==> src/rtl/counter_sequencer.sv <==
// counter_sequencer: accepts a run command (step count + inter-step gap) over
// a valid/ready handshake and drives the enable of a 2-bit mod-4 counter for
// exactly that many steps. It counts carry pulses, keeps a shadow copy of the
// counter state, flags any divergence and reports completion.
//
// Ports:
//   clk, rst_n           clock, asynchronous active-low reset
//   cmd_valid/cmd_ready  command handshake (ready only while idle)
//   cmd_len, cmd_gap     step count, idle cycles between steps
//   pause, abort         freeze / terminate the current run
//   cnt_en               combinational enable to the counter's x input
//   cnt_a, cnt_b, cnt_z  counter state bits (A = MSB) and carry
//   busy, done           run in progress, one-cycle completion pulse
//   aborted, wraps       last run aborted, carry pulses in last run
//   final_state          shadow state captured at completion
//   err                  sticky shadow/counter mismatch
module counter_sequencer #(
  parameter int unsigned LEN_W = 8,
  parameter int unsigned GAP_W = 4
) (
  input  logic             clk,
  input  logic             rst_n,
  input  logic             cmd_valid,
  output logic             cmd_ready,
  input  logic [LEN_W-1:0] cmd_len,
  input  logic [GAP_W-1:0] cmd_gap,
  input  logic             pause,
  input  logic             abort,
  output logic             cnt_en,
  input  logic             cnt_a,
  input  logic             cnt_b,
  input  logic             cnt_z,
  output logic             busy,
  output logic             done,
  output logic             aborted,
  output logic [LEN_W-1:0] wraps,
  output logic [1:0]       final_state,
  output logic             err
);

  typedef enum logic [1:0] {
    S_IDLE = 2'd0,
    S_RUN  = 2'd1,
    S_GAP  = 2'd2,
    S_DONE = 2'd3
  } state_t;

  state_t             state_q, state_d;
  logic [LEN_W-1:0]   rem_q, rem_d;
  logic [GAP_W-1:0]   gap_reload_q, gap_reload_d;
  logic [GAP_W-1:0]   gap_cnt_q, gap_cnt_d;
  logic [1:0]         shadow_q, shadow_d;
  logic [LEN_W-1:0]   wraps_q, wraps_d;
  logic               aborted_q, aborted_d;
  logic [1:0]         final_q, final_d;
  logic               err_q, err_d;
  logic               step;

  // A step is taken on every edge where the enable is presented to the counter.
  assign step = (state_q == S_RUN) & ~pause & ~abort;

  // State register and datapath registers.
  always_ff @(posedge clk or negedge rst_n) begin
    if (!rst_n) begin
      state_q      <= S_IDLE;
      rem_q        <= '0;
      gap_reload_q <= '0;
      gap_cnt_q    <= '0;
      shadow_q     <= '0;
      wraps_q      <= '0;
      aborted_q    <= 1'b0;
      final_q      <= '0;
      err_q        <= 1'b0;
    end else begin
      state_q      <= state_d;
      rem_q        <= rem_d;
      gap_reload_q <= gap_reload_d;
      gap_cnt_q    <= gap_cnt_d;
      shadow_q     <= shadow_d;
      wraps_q      <= wraps_d;
      aborted_q    <= aborted_d;
      final_q      <= final_d;
      err_q        <= err_d;
    end
  end

  // Next-state and datapath update.
  always_comb begin
    state_d      = state_q;
    rem_d        = rem_q;
    gap_reload_d = gap_reload_q;
    gap_cnt_d    = gap_cnt_q;
    shadow_d     = shadow_q;
    wraps_d      = wraps_q;
    aborted_d    = aborted_q;
    final_d      = final_q;
    err_d        = err_q;

    unique case (state_q)
      S_IDLE: begin
        if (cmd_valid) begin
          shadow_d     = {cnt_a, cnt_b};
          rem_d        = cmd_len;
          gap_reload_d = cmd_gap;
          wraps_d      = '0;
          aborted_d    = 1'b0;
          err_d        = 1'b0;
          state_d      = (cmd_len == '0) ? S_DONE : S_RUN;
        end
      end
      S_RUN: begin
        if (abort) begin
          aborted_d = 1'b1;
          state_d   = S_DONE;
        end else if (step) begin
          shadow_d = shadow_q + 2'd1;
          rem_d    = rem_q - LEN_W'(1);
          // Carry only counts on an enabled edge; saturate rather than wrap.
          if (cnt_z && (wraps_q != '1)) begin
            wraps_d = wraps_q + LEN_W'(1);
          end
          if (rem_q == LEN_W'(1)) begin
            state_d = S_DONE;
          end else if (gap_reload_q != '0) begin
            gap_cnt_d = gap_reload_q;
            state_d   = S_GAP;
          end
        end
      end
      S_GAP: begin
        if (abort) begin
          aborted_d = 1'b1;
          state_d   = S_DONE;
        end else if (!pause) begin
          // Loaded with G on entry; leaving at 1 yields exactly G idle cycles.
          gap_cnt_d = gap_cnt_q - GAP_W'(1);
          if (gap_cnt_q == GAP_W'(1)) begin
            state_d = S_RUN;
          end
        end
      end
      S_DONE: begin
        final_d = shadow_q;
        state_d = S_IDLE;
      end
      default: state_d = S_IDLE;
    endcase

    // Pre-edge counter value must match the shadow while a run is active.
    if (((state_q == S_RUN) || (state_q == S_GAP)) && ({cnt_a, cnt_b} != shadow_q)) begin
      err_d = 1'b1;
    end
  end

  assign cnt_en      = step;
  assign cmd_ready   = (state_q == S_IDLE);
  assign busy        = (state_q != S_IDLE);
  assign done        = (state_q == S_DONE);
  assign aborted     = aborted_q;
  assign wraps       = wraps_q;
  assign final_state = final_q;
  assign err         = err_q;

endmodule

==> config.mk <==
export PLATFORM = sky130hd
export DESIGN_NAME = counter_sequencer
export DESIGN_NICKNAME = d
export VERILOG_FILES = /design/src/rtl/counter_sequencer.sv
export SDC_FILE = /design/constraint.sdc
export NUM_CORES = 1
export LEC_CHECK = 0
export ABC_AREA = 1
export ABC_CLOCK_PERIOD_IN_PS = 4000
export BUFFER_PORTS_ARGS = -buffer_cell sky130_fd_sc_hd__buf_2
export CAP_MARGIN = 20
export CELL_PAD_IN_SITES_DETAIL_PLACEMENT = 1
export CELL_PAD_IN_SITES_GLOBAL_PLACEMENT = 2
export CORE_MARGIN = 4
export CORE_UTILIZATION = 35
export CTS_BUF_LIST = sky130_fd_sc_hd__clkbuf_4
export CTS_CLUSTER_SIZE = 40
export DETAILED_ROUTE_END_ITERATION = 10
export PLACE_DENSITY = 0.85
export SETUP_SLACK_MARGIN = 0.2
export SYNTH_ARGS = -nofsm -noshare
export SYNTH_HDL_FRONTEND = slang
export SYNTH_SLANG_ARGS = --single-unit
export TNS_END_PERCENT = 20
==> constraint.sdc <==
create_clock -name clk -period 4 [get_ports clk]
set_input_delay 0.8 -clock clk [delete_from_list [all_inputs] [get_ports clk]]
set_output_delay 0.8 -clock clk [all_outputs]
set_load 0.05 [all_outputs]
# Yosys cells after proc, flatten, opt, wreduce, memory -nomap -nowiden
# Index checks and enable logic that the tools add are counted.
[classes]
n_addsub = 4
n_reduce_logical = 20
n_eq_ne = 20
div = 0
bitwise = 4
n_lt_le_gt_ge = 0
n_mux = 35
n_shift = 0
multipliers = 0
[op_table]
columns = ["operator", "n"]
rows = [
  ["$mux W8", 7],
  ["$pmux W8 S2", 2],
  ["$mux W2", 12],
  ["$mux W4", 6],
  ["$ne A2 B2 Y1 const B", 6],
  ["$reduce_bool A2 Y1", 6],
  ["$reduce_and A5 Y1", 2],
  ["$ne A3 B3 Y1 const B", 3],
  ["$add A8 B1 Y8 const B", 1],
  ["$eq A8 B1 Y1 const B", 1],
  ["$logic_not A8 Y1", 1],
  ["$ne A8 B8 Y1 const B", 1],
  ["$pmux W2 S4", 1],
  ["$pmux W4 S2", 1],
  ["$sub A8 B1 Y8 const B", 1],
  ["$reduce_and A7 Y1", 1],
  ["$ne A2 B1 Y1 const B", 3],
  ["$eq A2 B2 Y1 const B", 2],
  ["$eq A4 B1 Y1 const B", 1],
  ["$mux W1", 4],
  ["$ne A4 B2 Y1 const B", 1],
  ["$pmux W2 S2", 1],
  ["$reduce_and A2 Y1", 2],
  ["$reduce_and A4 Y1", 1],
  ["13 further kinds", 16],
]
[totals]
output_inout_bits = 16
mem_bits_rw = 0
latch_bits = 0
register_bits = 32
inputBits = 20
word_cells = 92
mem_count = 0
rom_bits = 0

# Longest topological paths before layout
# Gate-level depths: netlist of run 1.
[logic_depth]
depth_word = 6
mapped_depth = 11

# Worst setup path before layout of run 1
# Ideal clock, no wire load.
[synth_path]
path_type = "flip-flop to output port"
start = "register state_q[1]"
end = "output port cnt_en"
required_ps = 3200
arrival_ps = 1998
path_slack_ps = 1202
stages_incl_launch_ff = 6
cell_sequence = "dfrtp_1 -> inv_1 -> ha_1 -> inv_2 -> buf_1 -> nor3_1"
[synth_via]
elab_chain_len = 3
[synth_rtl]
columns = ["element", "line", "rtl"]
rows = [
  ["from (decl)", "48", "state_t state_q, state_d;"],
  ["from (signal assigned)", "75", "state_q <= state_d;"],
  ["$eq A2 B1 Y1", "60", "assign step = (state_q == S_RUN) & ~pause & ~abort;"],
  ["$and A1 B1 Y1 (2 in series)", "60", ""],
  ["to (decl)", "29", "output logic cnt_en,"],
]
# Every way passes these cells.

# Worst setup path in the final report of run 1
# Ends and elaborated chain as after synthesis.

==> results of run 1 <==
Yosys cell counts (2+ instances only):
| cell type | instances |
|---|---|
| sky130_fd_sc_hd__a21oi_1 | 11 |
| sky130_fd_sc_hd__a21oi_2 | 3 |
| sky130_fd_sc_hd__buf_4 | 4 |
| sky130_fd_sc_hd__dfrtp_1 | 32 |
| sky130_fd_sc_hd__ha_1 | 10 |
| sky130_fd_sc_hd__inv_1 | 32 |
| sky130_fd_sc_hd__inv_2 | 3 |
| sky130_fd_sc_hd__nand2_1 | 67 |
| sky130_fd_sc_hd__nand3_1 | 18 |
| sky130_fd_sc_hd__nand4_1 | 5 |
| sky130_fd_sc_hd__nor2_1 | 17 |
| sky130_fd_sc_hd__nor2_2 | 3 |
| sky130_fd_sc_hd__nor3_1 | 3 |
| sky130_fd_sc_hd__o211ai_1 | 2 |
| sky130_fd_sc_hd__o21ai_0 | 24 |
| sky130_fd_sc_hd__o21ai_1 | 6 |
| sky130_fd_sc_hd__o21ai_2 | 7 |
| sky130_fd_sc_hd__o22ai_1 | 2 |
| sky130_fd_sc_hd__or2_2 | 2 |
| sky130_fd_sc_hd__xor2_1 | 5 |
power by group:
part	switching (mW)	total (mW)	internal, mW
combinational	0.707	1.03	0.321
sequential	0.111	0.566	0.455
clock	0.110	0.191	0.0811
kinds of logic after synthesis:
logic type / Yosys count
buffers and inverters: 42
AO/OA/AOI/OAI: 57
AND/OR/NAND/NOR: 119
adder cells (fa/ha/maj): 10
flip-flops: 32
multiplexers: 1
XOR/XNOR: 6
worst paths after layout:
kind | startpoint | end
setup / recovery | state_q[1]$_DFFE_PN0P_ | cnt_en
hold / removal | err$_DFFE_PN0P_ | err$_DFFE_PN0P_
setup reg to reg | state_q[1]$_DFFE_PN0P_ | wraps[2]$_DFFE_PN0P_
hold reg to reg | err$_DFFE_PN0P_ | err$_DFFE_PN0P_
max in group asynchronous | rst_n | state_q[0]$_DFFE_PN0P_
min in group asynchronous | rst_n | wraps[4]$_DFFE_PN0P_
registers in the layout, summed over array words and instances (netlist names):
name / flops
err: 1
aborted: 1
gap_cnt_q: 4
state_q: 2
gap_reload_q: 4
final_state: 2
shadow_q: 2
rem_q: 8
wraps: 8
tightest hold or removal path, stage by stage, from the launching register on:
cell                      delay (ns)
sky130_fd_sc_hd__dfrtp_1        0.35
sky130_fd_sc_hd__nand2_1        0.05
sky130_fd_sc_hd__nand2_1        0.05
final cells by class:
class,instances,share of cell area (%)
Multi-Input combinational cell,193,45.28
Clock buffer,7,2.280
Inverter,35,5.700
Sequential cell,32,34.74
Clock inverter,1,0.1629
Timing Repair Buffer,36,7.926
Tap cell,72,3.909
per-layer routing:
| layer | routed length (um) | share of wire [%] |
|---|---|---|
| met1 | 2382 | 49 |
| met2 | 2241 | 46 |
| met3 | 139 | 2.9 |
| met4 | 79 | 1.6 |
| met5 | 0 | 0 |
cell usage in the layout (no fill, tap or decap), types with 2 or more instances in the layout:
master                     count
sky130_fd_sc_hd__nand2_1      67
sky130_fd_sc_hd__buf_2        35
sky130_fd_sc_hd__inv_1        32
sky130_fd_sc_hd__dfrtp_1      32
sky130_fd_sc_hd__o21ai_0      24
sky130_fd_sc_hd__nand3_1      18
sky130_fd_sc_hd__nor2_1       17
sky130_fd_sc_hd__a21oi_1      11
sky130_fd_sc_hd__ha_1         10
sky130_fd_sc_hd__o21ai_2       7
sky130_fd_sc_hd__clkbuf_4      7
sky130_fd_sc_hd__o21ai_1       6
sky130_fd_sc_hd__nand4_1       5
sky130_fd_sc_hd__xor2_1        5
sky130_fd_sc_hd__inv_2         3
sky130_fd_sc_hd__nor3_1        3
sky130_fd_sc_hd__nor2_2        3
sky130_fd_sc_hd__a21oi_2       3
sky130_fd_sc_hd__or2_2         2
sky130_fd_sc_hd__o22ai_1       2
sky130_fd_sc_hd__o211ai_1      2
metrics by stage:
| step | area [um2] | utilization, % | hold WS [ns] | setup slack (ns) |
|---|---|---|---|---|
| after CTS | 2305 | 41.35 | 0.4924 | 1.129 |
| after global placement | 2248 | 40.34 | 0.4625 | 1.574 |
| final | 2305 | 41.35 | 0.4812 | 1.162 |
| after global routing | 2305 | 41.35 | 0.5110 | 0.8979 |
| after detailed placement | 2248 | 40.34 | 0.4667 | 1.520 |
| after floorplan | 2034 | - | 0.4530 | 1.202 |
==> impl_results.html, run 1 <==
<table>
<tr><th>Metric</th><th>Value</th></tr>
<tr><th colspan="2">Setup path</th></tr>
<tr><td>Capturing element type of the critical path</td><td>output pin</td></tr>
<tr><td>Slowest Stage Delay on Critical Path</td><td>around 0.43 ns</td></tr>
<tr><td>Type of element launching the critical path</td><td>flop</td></tr>
<tr><td>Number of cells on the critical path</td><td>6</td></tr>
<tr><td>Worst reg2reg path depth</td><td>10</td></tr>
<tr><td>Highest-delay cell along the critical path</td><td>sky130_fd_sc_hd__dfrtp_1</td></tr>
<tr><td>CP Cell Sequence</td><td>inv_1 -&gt; ha_1 -&gt; buf_4 -&gt; inv_2 -&gt; nor3_1 -&gt; buf_2</td></tr>
<tr><td>Largest fanout on the critical path</td><td>20</td></tr>
<tr><td>Data required time at the worst endpoint</td><td>between 3 and 4 ns</td></tr>
<tr><td>Setup slack of the most critical reg-to-reg path</td><td>between 1.5 and 2 ns</td></tr>
<tr><td>WP buf/inv</td><td>4</td></tr>
<tr><td>Kind of cell adding the most delay to the critical path</td><td>buffers and inverters</td></tr>
<tr><td>Setup Crit Path Kind</td><td>reg -&gt; out</td></tr>
<tr><td>Arrival time worst endpoint</td><td>between 2 and 2.5 ns</td></tr>
<tr><th colspan="2">Timing</th></tr>
<tr><td>Setup repair after global routing missed its margin</td><td>no</td></tr>
<tr><td>Final number of max-transition violations</td><td>0</td></tr>
<tr><td>Post-route fraction of the period consumed by the critical path</td><td>a little under three quarters</td></tr>
<tr><td>Post-Route Skew</td><td>approximately 0.0047 ns</td></tr>
<tr><td>Worst Tran Pin Value</td><td>0.7366 ns</td></tr>
<tr><td>Final number of hold-violating endpoints</td><td>0</td></tr>
<tr><td>Min cycle time layout</td><td>~2.8 ns</td></tr>
<tr><td>Final setup fails</td><td>0</td></tr>
<tr><td>Total Neg Setup Slack</td><td>0 ns</td></tr>
<tr><td>Remaining max-slew budget at the tightest pin</td><td>50.89%</td></tr>
<tr><td>Peak clock frequency supported by timing</td><td>approximately 350 MHz</td></tr>
<tr><th colspan="2">Global route</th></tr>
<tr><td>Met1 Use GR</td><td>20.39%</td></tr>
<tr><td>Antenna violations before repair</td><td>0</td></tr>
<tr><td>Global-route wire length before repair</td><td>between 8000 and 9000 um</td></tr>
<tr><td>Global-route congestion overflow total</td><td>0</td></tr>
<tr><td>Tot GR Track Use</td><td>around 15%</td></tr>
<tr><td>Largest net degree at the start of global routing</td><td>33</td></tr>
<tr><td>Met2 usage in global routing</td><td>approximately a quarter</td></tr>
<tr><td>Via count of the first global-routing pass</td><td>~1900</td></tr>
<tr><td>Busiest grt layer</td><td>met2</td></tr>
<tr><td>Global-route track usage on met3</td><td>under 10%</td></tr>
<tr><th colspan="2">Detailed routing</th></tr>
<tr><td>Routed vias</td><td>roughly 1800</td></tr>
<tr><td>Post-route DRC violation count</td><td>0</td></tr>
<tr><td>Average wire length per cell after detail routing</td><td>between 10 and 15 um</td></tr>
<tr><td>Detailed Route WL</td><td>between 4000 and 5000 um</td></tr>
<tr><td>Number of optimization iterations in the first detailed-route pass</td><td>4</td></tr>
<tr><td>Remaining antenna violation count</td><td>0</td></tr>
<tr><td>Initial DRC count</td><td>50</td></tr>
<tr><td>Vias per inst</td><td>about 4.8</td></tr>
<tr><th colspan="2">Final layout</th></tr>
<tr><td>Finished Layout Cells</td><td>~380</td></tr>
<tr><td>Number of diodes</td><td>0</td></tr>
<tr><td>Area of all sequential standard cells</td><td>~800 um2</td></tr>
<tr><td>Final #Nets</td><td>~330</td></tr>
<tr><td>Multi-input combinational cell area</td><td>0.001044 mm2</td></tr>
<tr><td>Synthesis-to-finish area growth</td><td>13.28%</td></tr>
<tr><td>Share of layout cells above drive strength 1</td><td>a little over a fifth</td></tr>
<tr><td>Number of fill cells</td><td>~740</td></tr>
<tr><th colspan="2">CTS</th></tr>
<tr><td>Max H-tree Level</td><td>2</td></tr>
<tr><td>Inserted Clock Buffers</td><td>5</td></tr>
<tr><td>Clock tree buffer depth</td><td>2</td></tr>
<tr><td>Buffers inserted by post-CTS timing repair</td><td>0</td></tr>
<tr><td>TritonCTS clock tree</td><td>yes</td></tr>
<tr><td>Number of gates resized after CTS</td><td>0</td></tr>
<tr><td>Root buffer cell</td><td>sky130_fd_sc_hd__clkbuf_4</td></tr>
<tr><td>Clock sink count</td><td>32</td></tr>
<tr><td>Clock-pin slew reported for the worst setup and hold paths after clock tree synthesis</td><td>around 0.1 ns</td></tr>
<tr><td>Hold buffer count at cts</td><td>0</td></tr>
<tr><td>Latest clock arrival within the worst-skew pair</td><td>approximately 0.33 ns</td></tr>
<tr><th colspan="2">Synth</th></tr>
<tr><td>Area share of fa/ha/maj cells after synthesis</td><td>just over 6%</td></tr>
<tr><td>Number of instances in the synthesized netlist</td><td>around 270</td></tr>
<tr><td>Cell area after synthesis</td><td>between 0.002 and 0.0025 mm2</td></tr>
<tr><td>Number of flops mapped to enable cells by yosys</td><td>0</td></tr>
<tr><td>Post-synthesis compound-gate area fraction</td><td>16.48%</td></tr>
<tr><td>Synthesized flop and latch total</td><td>32</td></tr>
<tr><td>Post-synthesis async set-or-reset flop share</td><td>between 90% and 100%</td></tr>
<tr><td>Synth top area cells</td><td>sky130_fd_sc_hd__dfrtp_1 39%, sky130_fd_sc_hd__nand2_1 12%, sky130_fd_sc_hd__ha_1 6.2%, sky130_fd_sc_hd__o21ai_0 5.9%, sky130_fd_sc_hd__inv_1 5.9%</td></tr>
<tr><td>Mux share of post-synthesis cell area</td><td>less than 1%</td></tr>
<tr><td>Number of nets in the synthesized netlist</td><td>~300</td></tr>
<tr><td>Sequential-to-total area share from yosys stat</td><td>around two fifths</td></tr>
<tr><td>Yosys cell types</td><td>31</td></tr>
<tr><td>Fraction of post-synthesis cell area in the top cell type by area</td><td>39.36%</td></tr>
<tr><td>Synthesized-area fraction occupied by xor and xnor cells</td><td>about 2.6%</td></tr>
<tr><td>Basic-gate share of the synthesized area counting and, or, nand and nor cells</td><td>between 20% and 30%</td></tr>
<tr><td>Post-Synthesis Mean Instance Area</td><td>approximately 7.6 um2</td></tr>
<tr><td>Warning count from the yosys run</td><td>0</td></tr>
<tr><td>Most frequently used flop master after synthesis</td><td>sky130_fd_sc_hd__dfrtp_1</td></tr>
<tr><td>Combinational family with the most area after synthesis</td><td>simple AND/OR/NAND/NOR gates</td></tr>
<tr><td>Cell type contributing the most total cell area after synthesis</td><td>sky130_fd_sc_hd__dfrtp_1</td></tr>
<tr><th colspan="2">Power and ir drop</th></tr>
<tr><td>Final total power</td><td>between 1.5 and 2 mW</td></tr>
<tr><td>Static Leakage</td><td>roughly 1.2 nW</td></tr>
<tr><td>VDD IR max</td><td>roughly 0.39 mV</td></tr>
<tr><td>Power per cell area</td><td>774.5 mW/mm2</td></tr>
<tr><th colspan="2">Job</th></tr>
<tr><td>Max-capacitance violation count</td><td>0</td></tr>
<tr><th colspan="2">Place</th></tr>
<tr><td>GP Congestion</td><td>0.7820</td></tr>
<tr><td>Placed cell count</td><td>368</td></tr>
<tr><td>Total half-perimeter wirelength after legalization and detailed placement</td><td>about 3700 um</td></tr>
<tr><td>Count of input and output buffers</td><td>35</td></tr>
<tr><th colspan="2">Die</th></tr>
<tr><td>I/O pin total</td><td>36</td></tr>
<tr><td>Chip Width</td><td>84.24 um</td></tr>
<tr><td>Die outline area</td><td>about 0.007 mm2</td></tr>
<tr><td>Starting density of the core</td><td>a little over a third</td></tr>
<tr><td>DIE HEIGHT</td><td>between 80 and 90 um</td></tr>
<tr><td>Number of placement rows</td><td>27</td></tr>
<tr><td>Placeable Area</td><td>0.005574 mm2</td></tr>
<tr><th colspan="2">Outcome</th></tr>
<tr><td>Outcome</td><td>finished, final reports clean</td></tr>
<tr><th colspan="2">Min path</th></tr>
<tr><td>Worst min-delay path class</td><td>reg -&gt; reg</td></tr>
<tr><td>Hold-critical path depth</td><td>2</td></tr>
</table>
No activity file was read; power rests on OpenSTA's default activity.
==> run 2, diff against run 1 <==
--- a/config.mk
+++ b/config.mk
@@ -5,18 +5,18 @@
 export SDC_FILE = /design/constraint.sdc
 export NUM_CORES = 1
 export LEC_CHECK = 0
-export ABC_AREA = 1
-export ABC_CLOCK_PERIOD_IN_PS = 4000
+export ABC_AREA = 0
+export ABC_CLOCK_PERIOD_IN_PS = 2600
 export BUFFER_PORTS_ARGS = -buffer_cell sky130_fd_sc_hd__buf_2
 export CAP_MARGIN = 20
 export CELL_PAD_IN_SITES_DETAIL_PLACEMENT = 1
 export CELL_PAD_IN_SITES_GLOBAL_PLACEMENT = 2
 export CORE_MARGIN = 4
-export CORE_UTILIZATION = 35
+export CORE_UTILIZATION = 32
 export CTS_BUF_LIST = sky130_fd_sc_hd__clkbuf_4
 export CTS_CLUSTER_SIZE = 40
 export DETAILED_ROUTE_END_ITERATION = 10
-export PLACE_DENSITY = 0.85
+export PLACE_DENSITY = 0.77
 export SETUP_SLACK_MARGIN = 0.2
 export SYNTH_ARGS = -nofsm -noshare
 export SYNTH_HDL_FRONTEND = slang
==> constraint.sdc (replaced) <==
create_clock -name clk -period 2.6 [get_ports clk]
set_input_delay 0.52 -clock clk [delete_from_list [all_inputs] [get_ports clk]]
set_output_delay 0.52 -clock clk [all_outputs]
set_load 0.05 [all_outputs]
==> run 2 against run 1 <==
  * Core utilization decreased by 2.4 points
  * Critical path depth is 2 lower
  * Final area barely moved
  * Count of clock-buffer cells in the layout is 2 lower
  * Via count decreased by 6.7%
  * Combinational power increased by 49%
  * Largest cell class unchanged
  * Sequential share of layout area hardly changed
  * Non-clock buffer count grew 3
  * Hold slack worse by 0.25 ns
==> impl_results.html, run 2 <==
<table>
<tr><th>Metric</th><th>Value</th></tr>
<tr><th colspan="2">Die</th></tr>
<tr><td>DIE HEIGHT</td><td>86.15 um (+2.3%)</td></tr>
<tr><td>Starting density of the core</td><td>33.01% (-3.5 points)</td></tr>
<tr><td>Number of placement rows</td><td>28 (+3.7%)</td></tr>
<tr><td>Die outline area</td><td>0.007422 mm2 (+4.6%)</td></tr>
<tr><td>Chip Width</td><td>86.15 um (+2.3%)</td></tr>
<tr><td>I/O pin total</td><td>36 (unchanged)</td></tr>
<tr><td>Placeable Area</td><td>0.005921 mm2 (+6.2%)</td></tr>
<tr><th colspan="2">CTS</th></tr>
<tr><td>Hold buffer count at cts</td><td>0 (unchanged)</td></tr>
<tr><td>TritonCTS clock tree</td><td>yes</td></tr>
<tr><td>Buffers inserted by post-CTS timing repair</td><td>0 (unchanged)</td></tr>
<tr><td>Clock tree buffer depth</td><td>2 (unchanged)</td></tr>
<tr><td>Max H-tree Level</td><td>2 (unchanged)</td></tr>
<tr><td>Latest clock arrival within the worst-skew pair</td><td>0.34 ns (about the same)</td></tr>
<tr><td>Clock sink count</td><td>32 (unchanged)</td></tr>
<tr><td>Root buffer cell</td><td>sky130_fd_sc_hd__clkbuf_4</td></tr>
<tr><td>Clock-pin slew reported for the worst setup and hold paths after clock tree synthesis</td><td>0.11 ns (about the same)</td></tr>
<tr><td>Inserted Clock Buffers</td><td>5 (unchanged)</td></tr>
<tr><td>Number of gates resized after CTS</td><td>1 (+1)</td></tr>
<tr><th colspan="2">Final layout</th></tr>
<tr><td>Final #Nets</td><td>277 (-17%)</td></tr>
<tr><td>Most frequent standard cell in the layout excluding fill and tap cells</td><td>sky130_fd_sc_hd__buf_2</td></tr>
<tr><td>Most used cells in the layout excluding fill and tap cells</td><td>34 x sky130_fd_sc_hd__buf_2, 32 x sky130_fd_sc_hd__dfrtp_1, 21 x sky130_fd_sc_hd__o21ai_0, 15 x sky130_fd_sc_hd__nand2_1, 13 x sky130_fd_sc_hd__nor2_1</td></tr>
<tr><td>Finished Layout Cells</td><td>323 (-14%)</td></tr>
<tr><td>Synthesis-to-finish area growth</td><td>17.86%</td></tr>
<tr><td>Share of layout cells above drive strength 1</td><td>25.81% (+4.4 points)</td></tr>
<tr><td>Final Util</td><td>38.91% (-2.4 points)</td></tr>
<tr><td>Number of diodes</td><td>0 (unchanged)</td></tr>
<tr><td>Area of all sequential standard cells</td><td>800.8 um2 (unchanged)</td></tr>
<tr><td>Number of fill cells</td><td>728 (-0.95%)</td></tr>
<tr><td>Multi-input combinational cell area</td><td>0.001076 mm2 (+3.1%)</td></tr>
<tr><th colspan="2">Timing</th></tr>
<tr><td>Final number of hold-violating endpoints</td><td>0 (unchanged)</td></tr>
<tr><td>Remaining max-slew budget at the tightest pin</td><td>49.52% (-1.4 points)</td></tr>
<tr><td>Total Neg Setup Slack</td><td>0 ns (unchanged)</td></tr>
<tr><td>Min cycle time layout</td><td>2.235 ns</td></tr>
<tr><td>Peak clock frequency supported by timing</td><td>approximately 450 MHz</td></tr>
<tr><td>Setup repair after global routing missed its margin</td><td>no</td></tr>
<tr><td>Post-route fraction of the period consumed by the critical path</td><td>85.96%</td></tr>
<tr><td>Final number of max-transition violations</td><td>0 (unchanged)</td></tr>
<tr><td>Worst Tran Pin Value</td><td>0.7572 ns (+0.02063 ns)</td></tr>
<tr><td>Post-Route Skew</td><td>0.009107 ns (+0.004383 ns)</td></tr>
<tr><td>Final setup fails</td><td>0 (unchanged)</td></tr>
<tr><th colspan="2">Synth</th></tr>
<tr><td>Most frequently used flop master after synthesis</td><td>sky130_fd_sc_hd__dfrtp_1</td></tr>
<tr><td>Most used standard cells in the synthesized netlist</td><td>32 x sky130_fd_sc_hd__dfrtp_1, 21 x sky130_fd_sc_hd__o21ai_0, 15 x sky130_fd_sc_hd__nand2_1, 13 x sky130_fd_sc_hd__nor2_1</td></tr>
<tr><td>Post-Synthesis Mean Instance Area</td><td>9.441 um2 (+24%)</td></tr>
<tr><td>Post-synthesis async set-or-reset flop share</td><td>100.0% (unchanged)</td></tr>
<tr><td>Fraction of post-synthesis cell area in the top cell type by area</td><td>40.97% (+1.6 points)</td></tr>
<tr><td>Cell type contributing the most total cell area after synthesis</td><td>sky130_fd_sc_hd__dfrtp_1</td></tr>
<tr><td>Yosys cell types</td><td>46 (+48%)</td></tr>
<tr><td>Basic-gate share of the synthesized area counting and, or, nand and nor cells</td><td>20.93% (-4.6 points)</td></tr>
<tr><td>Area share of fa/ha/maj cells after synthesis</td><td>6.402% (+0.25 points)</td></tr>
<tr><td>Synth top area cells</td><td>sky130_fd_sc_hd__dfrtp_1 41%, sky130_fd_sc_hd__ha_1 6.4%, sky130_fd_sc_hd__o21ai_0 5.4%, sky130_fd_sc_hd__mux2_2 3.5%, sky130_fd_sc_hd__a21oi_1 3.1%</td></tr>
<tr><td>Number of flops mapped to enable cells by yosys</td><td>0 (unchanged)</td></tr>
<tr><td>Mux share of post-synthesis cell area</td><td>6.082% (+5.5 points)</td></tr>
<tr><td>Number of instances in the synthesized netlist</td><td>207 (-22%)</td></tr>
<tr><td>Sequential-to-total area share from yosys stat</td><td>40.97% (+1.6 points)</td></tr>
<tr><td>Warning count from the yosys run</td><td>0 (unchanged)</td></tr>
<tr><td>Combinational family with the most area after synthesis</td><td>simple AND/OR/NAND/NOR gates</td></tr>
<tr><td>Synthesized flop and latch total</td><td>32 (unchanged)</td></tr>
<tr><td>Cell area after synthesis</td><td>0.001954 mm2 (-3.9%)</td></tr>
<tr><td>Post-synthesis compound-gate area fraction</td><td>20.29% (+3.8 points)</td></tr>
<tr><td>Most frequently used cell type in the post-synthesis netlist</td><td>sky130_fd_sc_hd__dfrtp_1</td></tr>
<tr><td>Synthesized-area fraction occupied by xor and xnor cells</td><td>0.8963% (-1.7 points)</td></tr>
<tr><td>Number of nets in the synthesized netlist</td><td>237 (-20%)</td></tr>
<tr><th colspan="2">Setup path</th></tr>
<tr><td>Setup slack of the most critical reg-to-reg path</td><td>0.43 ns (-1.26 ns)</td></tr>
<tr><td>Capturing element type of the critical path</td><td>output pin</td></tr>
<tr><td>Largest fanout on the critical path</td><td>7 (-65%)</td></tr>
<tr><td>Critical Path End</td><td>cnt_en</td></tr>
<tr><td>Critical R2R Launch</td><td>state_q[0]$_DFFE_PN0P_</td></tr>
<tr><td>Type of element launching the critical path</td><td>flop</td></tr>
<tr><td>CP Cell Sequence</td><td>inv_1 -&gt; ha_2 -&gt; nor3b_4 -&gt; buf_4</td></tr>
<tr><td>Setup Crit Path Kind</td><td>reg -&gt; out</td></tr>
<tr><td>Number of cells on the critical path</td><td>4 (-2)</td></tr>
<tr><td>Slowest Stage Delay on Critical Path</td><td>0.43 ns (about the same)</td></tr>
<tr><td>Highest-delay cell along the critical path</td><td>sky130_fd_sc_hd__dfrtp_1</td></tr>
<tr><td>Arrival time worst endpoint</td><td>1.71 ns (-0.33 ns)</td></tr>
<tr><td>WP buf/inv</td><td>2 (-2)</td></tr>
<tr><td>Worst reg2reg path depth</td><td>7 (-3)</td></tr>
<tr><td>Kind of cell adding the most delay to the critical path</td><td>flip-flops</td></tr>
<tr><td>Data required time at the worst endpoint</td><td>2.08 ns (-1.12 ns)</td></tr>
<tr><td>Worst setup path startpoint</td><td>state_q[1]$_DFFE_PN0P_</td></tr>
<tr><td>R2r endpoint</td><td>wraps[0]$_DFFE_PN0P_</td></tr>
<tr><th colspan="2">Detailed routing</th></tr>
<tr><td>Remaining antenna violation count</td><td>0 (unchanged)</td></tr>
<tr><td>Initial DRC count</td><td>53 (+6.0%)</td></tr>
<tr><td>Routed vias</td><td>1692 (-6.7%)</td></tr>
<tr><td>Vias per inst</td><td>5.238 (+8.6%)</td></tr>
<tr><td>Average wire length per cell after detail routing</td><td>15.57 um (+21%)</td></tr>
<tr><td>Number of optimization iterations in the first detailed-route pass</td><td>4 (unchanged)</td></tr>
<tr><td>Post-route DRC violation count</td><td>0 (unchanged)</td></tr>
<tr><td>Detailed Route WL</td><td>5030 um (+3.9%)</td></tr>
<tr><th colspan="2">Place</th></tr>
<tr><td>GP Congestion</td><td>0.7228 (-7.6%)</td></tr>
<tr><td>Total half-perimeter wirelength after legalization and detailed placement</td><td>3824 um (+3.6%)</td></tr>
<tr><td>Placed cell count</td><td>315 (-14%)</td></tr>
<tr><td>Count of input and output buffers</td><td>35 (unchanged)</td></tr>
<tr><th colspan="2">Global route</th></tr>
<tr><td>Global-route congestion overflow total</td><td>0 (unchanged)</td></tr>
<tr><td>Global-route wire length before repair</td><td>8694 um (-0.86%)</td></tr>
<tr><td>Via count of the first global-routing pass</td><td>1801 (-3.3%)</td></tr>
<tr><td>Antenna violations before repair</td><td>0 (unchanged)</td></tr>
<tr><td>Largest net degree at the start of global routing</td><td>33 (unchanged)</td></tr>
<tr><td>Tot GR Track Use</td><td>14.78% (-0.36 points)</td></tr>
<tr><th colspan="2">Outcome</th></tr>
<tr><td>Outcome</td><td>finished, final reports clean</td></tr>
<tr><th colspan="2">Power and ir drop</th></tr>
<tr><td>VDD IR max</td><td>0.5044 mV (+30%)</td></tr>
<tr><td>Static Leakage</td><td>1.029 nW (-13%)</td></tr>
<tr><td>Power per cell area</td><td>1237 mW/mm2 (+60%)</td></tr>
<tr><th colspan="2">Min path</th></tr>
<tr><td>Worst min-delay path class</td><td>in -&gt; async</td></tr>
<tr><th colspan="2">Job</th></tr>
<tr><td>Max-capacitance violation count</td><td>0 (unchanged)</td></tr>
</table>
-- run 2: cell types whose count changed in the layout (fill, tap and decap cells not counted), sizes merged, moves of 4 or more --
cell,delta
o21ai,-15
mux2i,+4
nand2b,+6
a211o,+4
nand2,-54
inv,-23
o22a,+5
or3,+5
nand3,-8
mux2,+6
nor2,-6
-- run 2: through the flow --
stage	total power [mW]	area [um2]	hold WS (ns)	worst slack, ns
floorplan	2.081	1961	0.2244	0.4106
global placement	2.456	2218	0.4643	0.4842
detailed placement	2.480	2218	0.4765	0.4294
CTS	2.890	2301	0.2584	0.2573
global route	3.121	2303	0.2813	0.2362
finish	2.849	2303	0.2305	0.3651
-- run 2: area by class of cell --
cell class	count	share of cell area, %
Multi-Input combinational cell	157	46.71
Sequential cell	32	34.76
Timing Repair Buffer	39	9.017
Tap cell	75	4.074
Inverter	12	1.955
Clock inverter	3	1.847
Clock buffer	5	1.630
-- run 2: cell families (layout without fill, tap and decap cells) --
family,after synthesis,in the layout
xor+xnor,2,2
buf+inv,18,59
compound gates,60,60
mux,11,11
fa+ha+maj,10,10
simple gates,74,74
flops,32,32
-- run 2: worst min path at each step --
stage / startpoint / end / cells after the start
5_1_grt: rst_n / wraps[6]$_DFFE_PN0P_ / 1
6_report: rst_n / rem_q[1]$_DFFE_PN0P_ / 1
3_3_place_gp: err$_DFFE_PN0P_ / err$_DFFE_PN0P_ / 2
2_1_floorplan: rst_n / aborted$_DFFE_PN0P_ / 0
4_1_cts: rst_n / wraps[6]$_DFFE_PN0P_ / 1
3_5_place_dp: err$_DFFE_PN0P_ / err$_DFFE_PN0P_ / 2
-- run 2: metal layers --
metal | track usage [%] | wire [um]
met1 | 19.38 | 2472
met5 | 0 | 0
met4 | 4.748 | 70
met2 | 24.46 | 2322
met3 | 2.786 | 164
-- run 2: where the power goes --
group          switching, mW  leakage, nW  total [mW]  internal (mW)
clock                  0.194       0.0412       0.394          0.200
sequential             0.216        0.392       0.925          0.708
combinational          0.963        0.596        1.53          0.567
==> run 3, diff against run 2 <==
--- a/config.mk
+++ b/config.mk
@@ -16,7 +16,7 @@
 export CTS_BUF_LIST = sky130_fd_sc_hd__clkbuf_4
 export CTS_CLUSTER_SIZE = 40
 export DETAILED_ROUTE_END_ITERATION = 10
-export PLACE_DENSITY = 0.77
+export PLACE_DENSITY = 0.85
 export SETUP_SLACK_MARGIN = 0.2
 export SYNTH_ARGS = -nofsm -noshare
 export SYNTH_HDL_FRONTEND = slang
==> run 3 against run 2 <==
  * Final area down 1.7%
  * Largest cell class unchanged
  * Critical path depth unchanged
  * Wire length down 0.18%
  * Critical endpoint unchanged
  * Global-route usage down 0.20 points
==> impl_results.html, run 3 (synthesis gave the netlist of run 2 again) <==
<table>
<tr><th>Metric</th><th>Value</th></tr>
<tr><th colspan="2">Outcome</th></tr>
<tr><td>Outcome</td><td>finished, final reports clean</td></tr>
<tr><th colspan="2">Power and ir drop</th></tr>
<tr><td>Share of total power consumed by net switching</td><td>49.49% (+1.3 points)</td></tr>
<tr><td>Combinational fraction of design power</td><td>56.1% (+2.4 points)</td></tr>
<tr><td>Power per cell area</td><td>1197 mW/mm2 (-3.2%)</td></tr>
<tr><td>VDD IR max</td><td>0.4675 mV (-7.3%)</td></tr>
<tr><td>Final total power</td><td>2.709 mW (-4.9%)</td></tr>
<tr><td>Power spent charging and discharging nets</td><td>1.341 mW (-2.4%)</td></tr>
<tr><td>Static Leakage</td><td>1.006 nW (-2.2%)</td></tr>
<tr><td>Internal portion of total power</td><td>1.368 mW (-7.3%)</td></tr>
<tr><td>Fraction of power consumed by sequential logic</td><td>34.2% (+1.7 points)</td></tr>
<tr><td>Clock network fraction of design power</td><td>9.7% (-4.1 points)</td></tr>
<tr><th colspan="2">CTS</th></tr>
<tr><td>Clock tree buffer depth</td><td>2 (unchanged)</td></tr>
<tr><td>Buffers inserted by post-CTS timing repair</td><td>0 (unchanged)</td></tr>
<tr><td>Hold buffer count at cts</td><td>0 (unchanged)</td></tr>
<tr><td>Clock sink count</td><td>32 (unchanged)</td></tr>
<tr><td>Inserted Clock Buffers</td><td>5 (unchanged)</td></tr>
<tr><td>Clock-pin slew reported for the worst setup and hold paths after clock tree synthesis</td><td>0.10 ns (about the same)</td></tr>
<tr><td>Max H-tree Level</td><td>2 (unchanged)</td></tr>
<tr><td>Latest clock arrival within the worst-skew pair</td><td>0.33 ns (about the same)</td></tr>
<tr><td>Root buffer cell</td><td>sky130_fd_sc_hd__clkbuf_4</td></tr>
<tr><td>TritonCTS clock tree</td><td>yes</td></tr>
<tr><th colspan="2">Timing</th></tr>
<tr><td>Final number of max-transition violations</td><td>0 (unchanged)</td></tr>
<tr><td>Final setup fails</td><td>0 (unchanged)</td></tr>
<tr><td>Remaining max-slew budget at the tightest pin</td><td>48.92% (-0.59 points)</td></tr>
<tr><td>Final number of hold-violating endpoints</td><td>0 (unchanged)</td></tr>
<tr><td>Total Neg Setup Slack</td><td>0 ns (unchanged)</td></tr>
<tr><td>Peak clock frequency supported by timing</td><td>446.7 MHz (-0.18%)</td></tr>
<tr><td>Setup repair after global routing missed its margin</td><td>no</td></tr>
<tr><td>Post-route fraction of the period consumed by the critical path</td><td>86.11% (+0.15 points)</td></tr>
<tr><td>Worst Tran Pin Value</td><td>0.7661 ns (+0.008913 ns)</td></tr>
<tr><td>Min cycle time layout</td><td>2.239 ns (+0.003936 ns)</td></tr>
<tr><td>Post-Route Skew</td><td>0.004954 ns (-0.004154 ns)</td></tr>
<tr><th colspan="2">Final layout</th></tr>
<tr><td>Most frequent standard cell in the layout excluding fill and tap cells</td><td>sky130_fd_sc_hd__buf_2</td></tr>
<tr><td>Finished Layout Cells</td><td>321 (-0.62%)</td></tr>
<tr><td>Synthesis-to-finish area growth</td><td>15.81%</td></tr>
<tr><td>Number of diodes</td><td>0 (unchanged)</td></tr>
<tr><td>Share of layout cells above drive strength 1</td><td>24.80% (-1.0 points)</td></tr>
<tr><td>Most used cells in the layout excluding fill and tap cells</td><td>34 x sky130_fd_sc_hd__buf_2, 32 x sky130_fd_sc_hd__dfrtp_1, 21 x sky130_fd_sc_hd__o21ai_0, 15 x sky130_fd_sc_hd__nand2_1, 13 x sky130_fd_sc_hd__nor2_1</td></tr>
<tr><td>Final Util</td><td>38.23% (-0.68 points)</td></tr>
<tr><td>Final #Nets</td><td>276 (-0.36%)</td></tr>
<tr><th colspan="2">Die</th></tr>
<tr><td>Number of placement rows</td><td>28 (unchanged)</td></tr>
<tr><td>DIE HEIGHT</td><td>86.15 um (unchanged)</td></tr>
<tr><td>Placeable Area</td><td>0.005921 mm2 (unchanged)</td></tr>
<tr><td>Chip Width</td><td>86.15 um (unchanged)</td></tr>
<tr><td>Starting density of the core</td><td>33.01% (unchanged)</td></tr>
<tr><td>I/O pin total</td><td>36 (unchanged)</td></tr>
<tr><td>Die outline area</td><td>0.007422 mm2 (unchanged)</td></tr>
<tr><th colspan="2">Detailed routing</th></tr>
<tr><td>Routed vias</td><td>1682 (-0.59%)</td></tr>
<tr><td>Number of optimization iterations in the first detailed-route pass</td><td>5 (+1)</td></tr>
<tr><td>Initial DRC count</td><td>52 (-1.9%)</td></tr>
<tr><td>Detailed Route WL</td><td>5021 um (-0.18%)</td></tr>
<tr><td>Post-route DRC violation count</td><td>0 (unchanged)</td></tr>
<tr><td>Average wire length per cell after detail routing</td><td>15.64 um (+0.44%)</td></tr>
<tr><td>Vias per inst</td><td>5.240 (about the same)</td></tr>
<tr><td>Remaining antenna violation count</td><td>0 (unchanged)</td></tr>
<tr><th colspan="2">Place</th></tr>
<tr><td>Count of input and output buffers</td><td>35 (unchanged)</td></tr>
<tr><td>GP Congestion</td><td>0.7703 (+6.6%)</td></tr>
<tr><td>Total half-perimeter wirelength after legalization and detailed placement</td><td>3855 um (+0.82%)</td></tr>
<tr><td>Placed cell count</td><td>314 (-0.32%)</td></tr>
<tr><th colspan="2">Min path</th></tr>
<tr><td>Worst min-delay path class</td><td>in -&gt; async</td></tr>
<tr><th colspan="2">Global route</th></tr>
<tr><td>Global-route congestion overflow total</td><td>0 (unchanged)</td></tr>
<tr><td>Tot GR Track Use</td><td>14.58% (-0.20 points)</td></tr>
<tr><td>Largest net degree at the start of global routing</td><td>33 (unchanged)</td></tr>
<tr><td>Via count of the first global-routing pass</td><td>1724 (-4.3%)</td></tr>
<tr><td>Antenna violations before repair</td><td>0 (unchanged)</td></tr>
<tr><td>Global-route wire length before repair</td><td>8521 um (-2.0%)</td></tr>
<tr><th colspan="2">Setup path</th></tr>
<tr><td>CP Cell Sequence</td><td>inv_1 -&gt; ha_2 -&gt; nor3b_4 -&gt; clkbuf_4</td></tr>
<tr><td>Arrival time worst endpoint</td><td>1.72 ns (about the same)</td></tr>
<tr><td>Largest fanout on the critical path</td><td>7 (unchanged)</td></tr>
<tr><td>Highest-delay cell along the critical path</td><td>sky130_fd_sc_hd__dfrtp_1</td></tr>
<tr><td>Slowest Stage Delay on Critical Path</td><td>0.43 ns (about the same)</td></tr>
<tr><td>Data required time at the worst endpoint</td><td>2.08 ns (about the same)</td></tr>
<tr><td>Capturing element type of the critical path</td><td>output pin</td></tr>
<tr><td>Setup Crit Path Kind</td><td>reg -&gt; out</td></tr>
<tr><td>Setup slack of the most critical reg-to-reg path</td><td>0.42 ns (about the same)</td></tr>
<tr><td>Type of element launching the critical path</td><td>flop</td></tr>
<tr><th colspan="2">Job</th></tr>
<tr><td>Max-capacitance violation count</td><td>0 (unchanged)</td></tr>
</table>
==> run 3: cell types whose count changed in the layout (fill, tap and decap cells not counted) <==
cell and delta:
sky130_fd_sc_hd__clkinv_2 -1, sky130_fd_sc_hd__ha_2 +1, sky130_fd_sc_hd__clkinv_1 +2, sky130_fd_sc_hd__clkbuf_4 +1, sky130_fd_sc_hd__ha_1 -1, sky130_fd_sc_hd__clkinvlp_4 -1, sky130_fd_sc_hd__bufinv_16 -1, sky130_fd_sc_hd__buf_4 -2
==> run 3: final cells by class <==
| type | count | area, um2 |
|---|---|---|
| well taps | 75 | 93.84 |
| clock inverters | 2 | 7.507 |
| fillers | 710 | 3657 |
| clock buffers | 5 | 37.54 |
| repair buffers | 38 | 200.2 |
| inverters | 12 | 45.04 |
| multi-input cells | 157 | 1079 |
| flip-flops and latches | 32 | 800.8 |
==> run 3: critical path, delay by kind of cell, from the launching register on <==
| family | cells | cell delay (ns) |
|---|---|---|
| buffers and inverters | 2 | 0.43 |
| AND/OR/NAND/NOR | 1 | 0.28 |
| adder cells (fa/ha/maj) | 1 | 0.26 |
| flip-flops | 1 | 0.43 |
==> run 3: per-stage QoR <==
stage	worst slack (ns)	hold WS [ns]	area (um2)
2_1_floorplan	0.4106	0.2244	1961
6_report	0.3611	0.2536	2263
3_5_place_dp	0.2970	0.4839	2211
4_1_cts	0.2523	0.2763	2256
3_3_place_gp	0.4100	0.4609	2211
5_1_grt	0.2122	0.2982	2263
==> run 3: final timing paths <==
kind / start / end / cells after the start
setup / recovery: state_q[1]$_DFFE_PN0P_ / cnt_en / 4
hold / removal: rst_n / shadow_q[1]$_DFFE_PN0P_ / 1
setup reg to reg: state_q[1]$_DFFE_PN0P_ / wraps[0]$_DFFE_PN0P_ / 8
hold reg to reg: err$_DFFE_PN0P_ / err$_DFFE_PN0P_ / 2
max in group asynchronous: rst_n / gap_cnt_q[1]$_DFFE_PN0P_ / 1
min in group clk: cmd_gap[1] / gap_reload_q[1]$_DFFE_PN0P_ / 2
==> run 3: repair_timing <==
item | 4_1_cts | 5_1_grt
gates resized for setup | 0 | 3
endpoints found under the hold margin | 0 | 0
setup endpoints to repair | 0 | 6
==> run 3: layer usage <==
metal | track usage [%] | part of all wire [%] | up-vias
met3 | 2.690 | 3.7 | 5
met5 | 0 | 0 | -
met1 | 19.02 | 47 | 814
met4 | 4.892 | 1.3 | 0
met2 | 24.18 | 48 | 29
li1 | - | - | 834
==> run 3: power by group through the flow <==
stage          logic, mW  registers, mW  clock network, mW
2_1_floorplan       1.03           1.05                  0
3_3_place_gp        1.50          0.930                  0
3_5_place_dp        1.54          0.939                  0
4_1_cts             1.55          0.928              0.280
5_1_grt             1.70          0.967              0.306
6_report            1.52          0.926              0.262
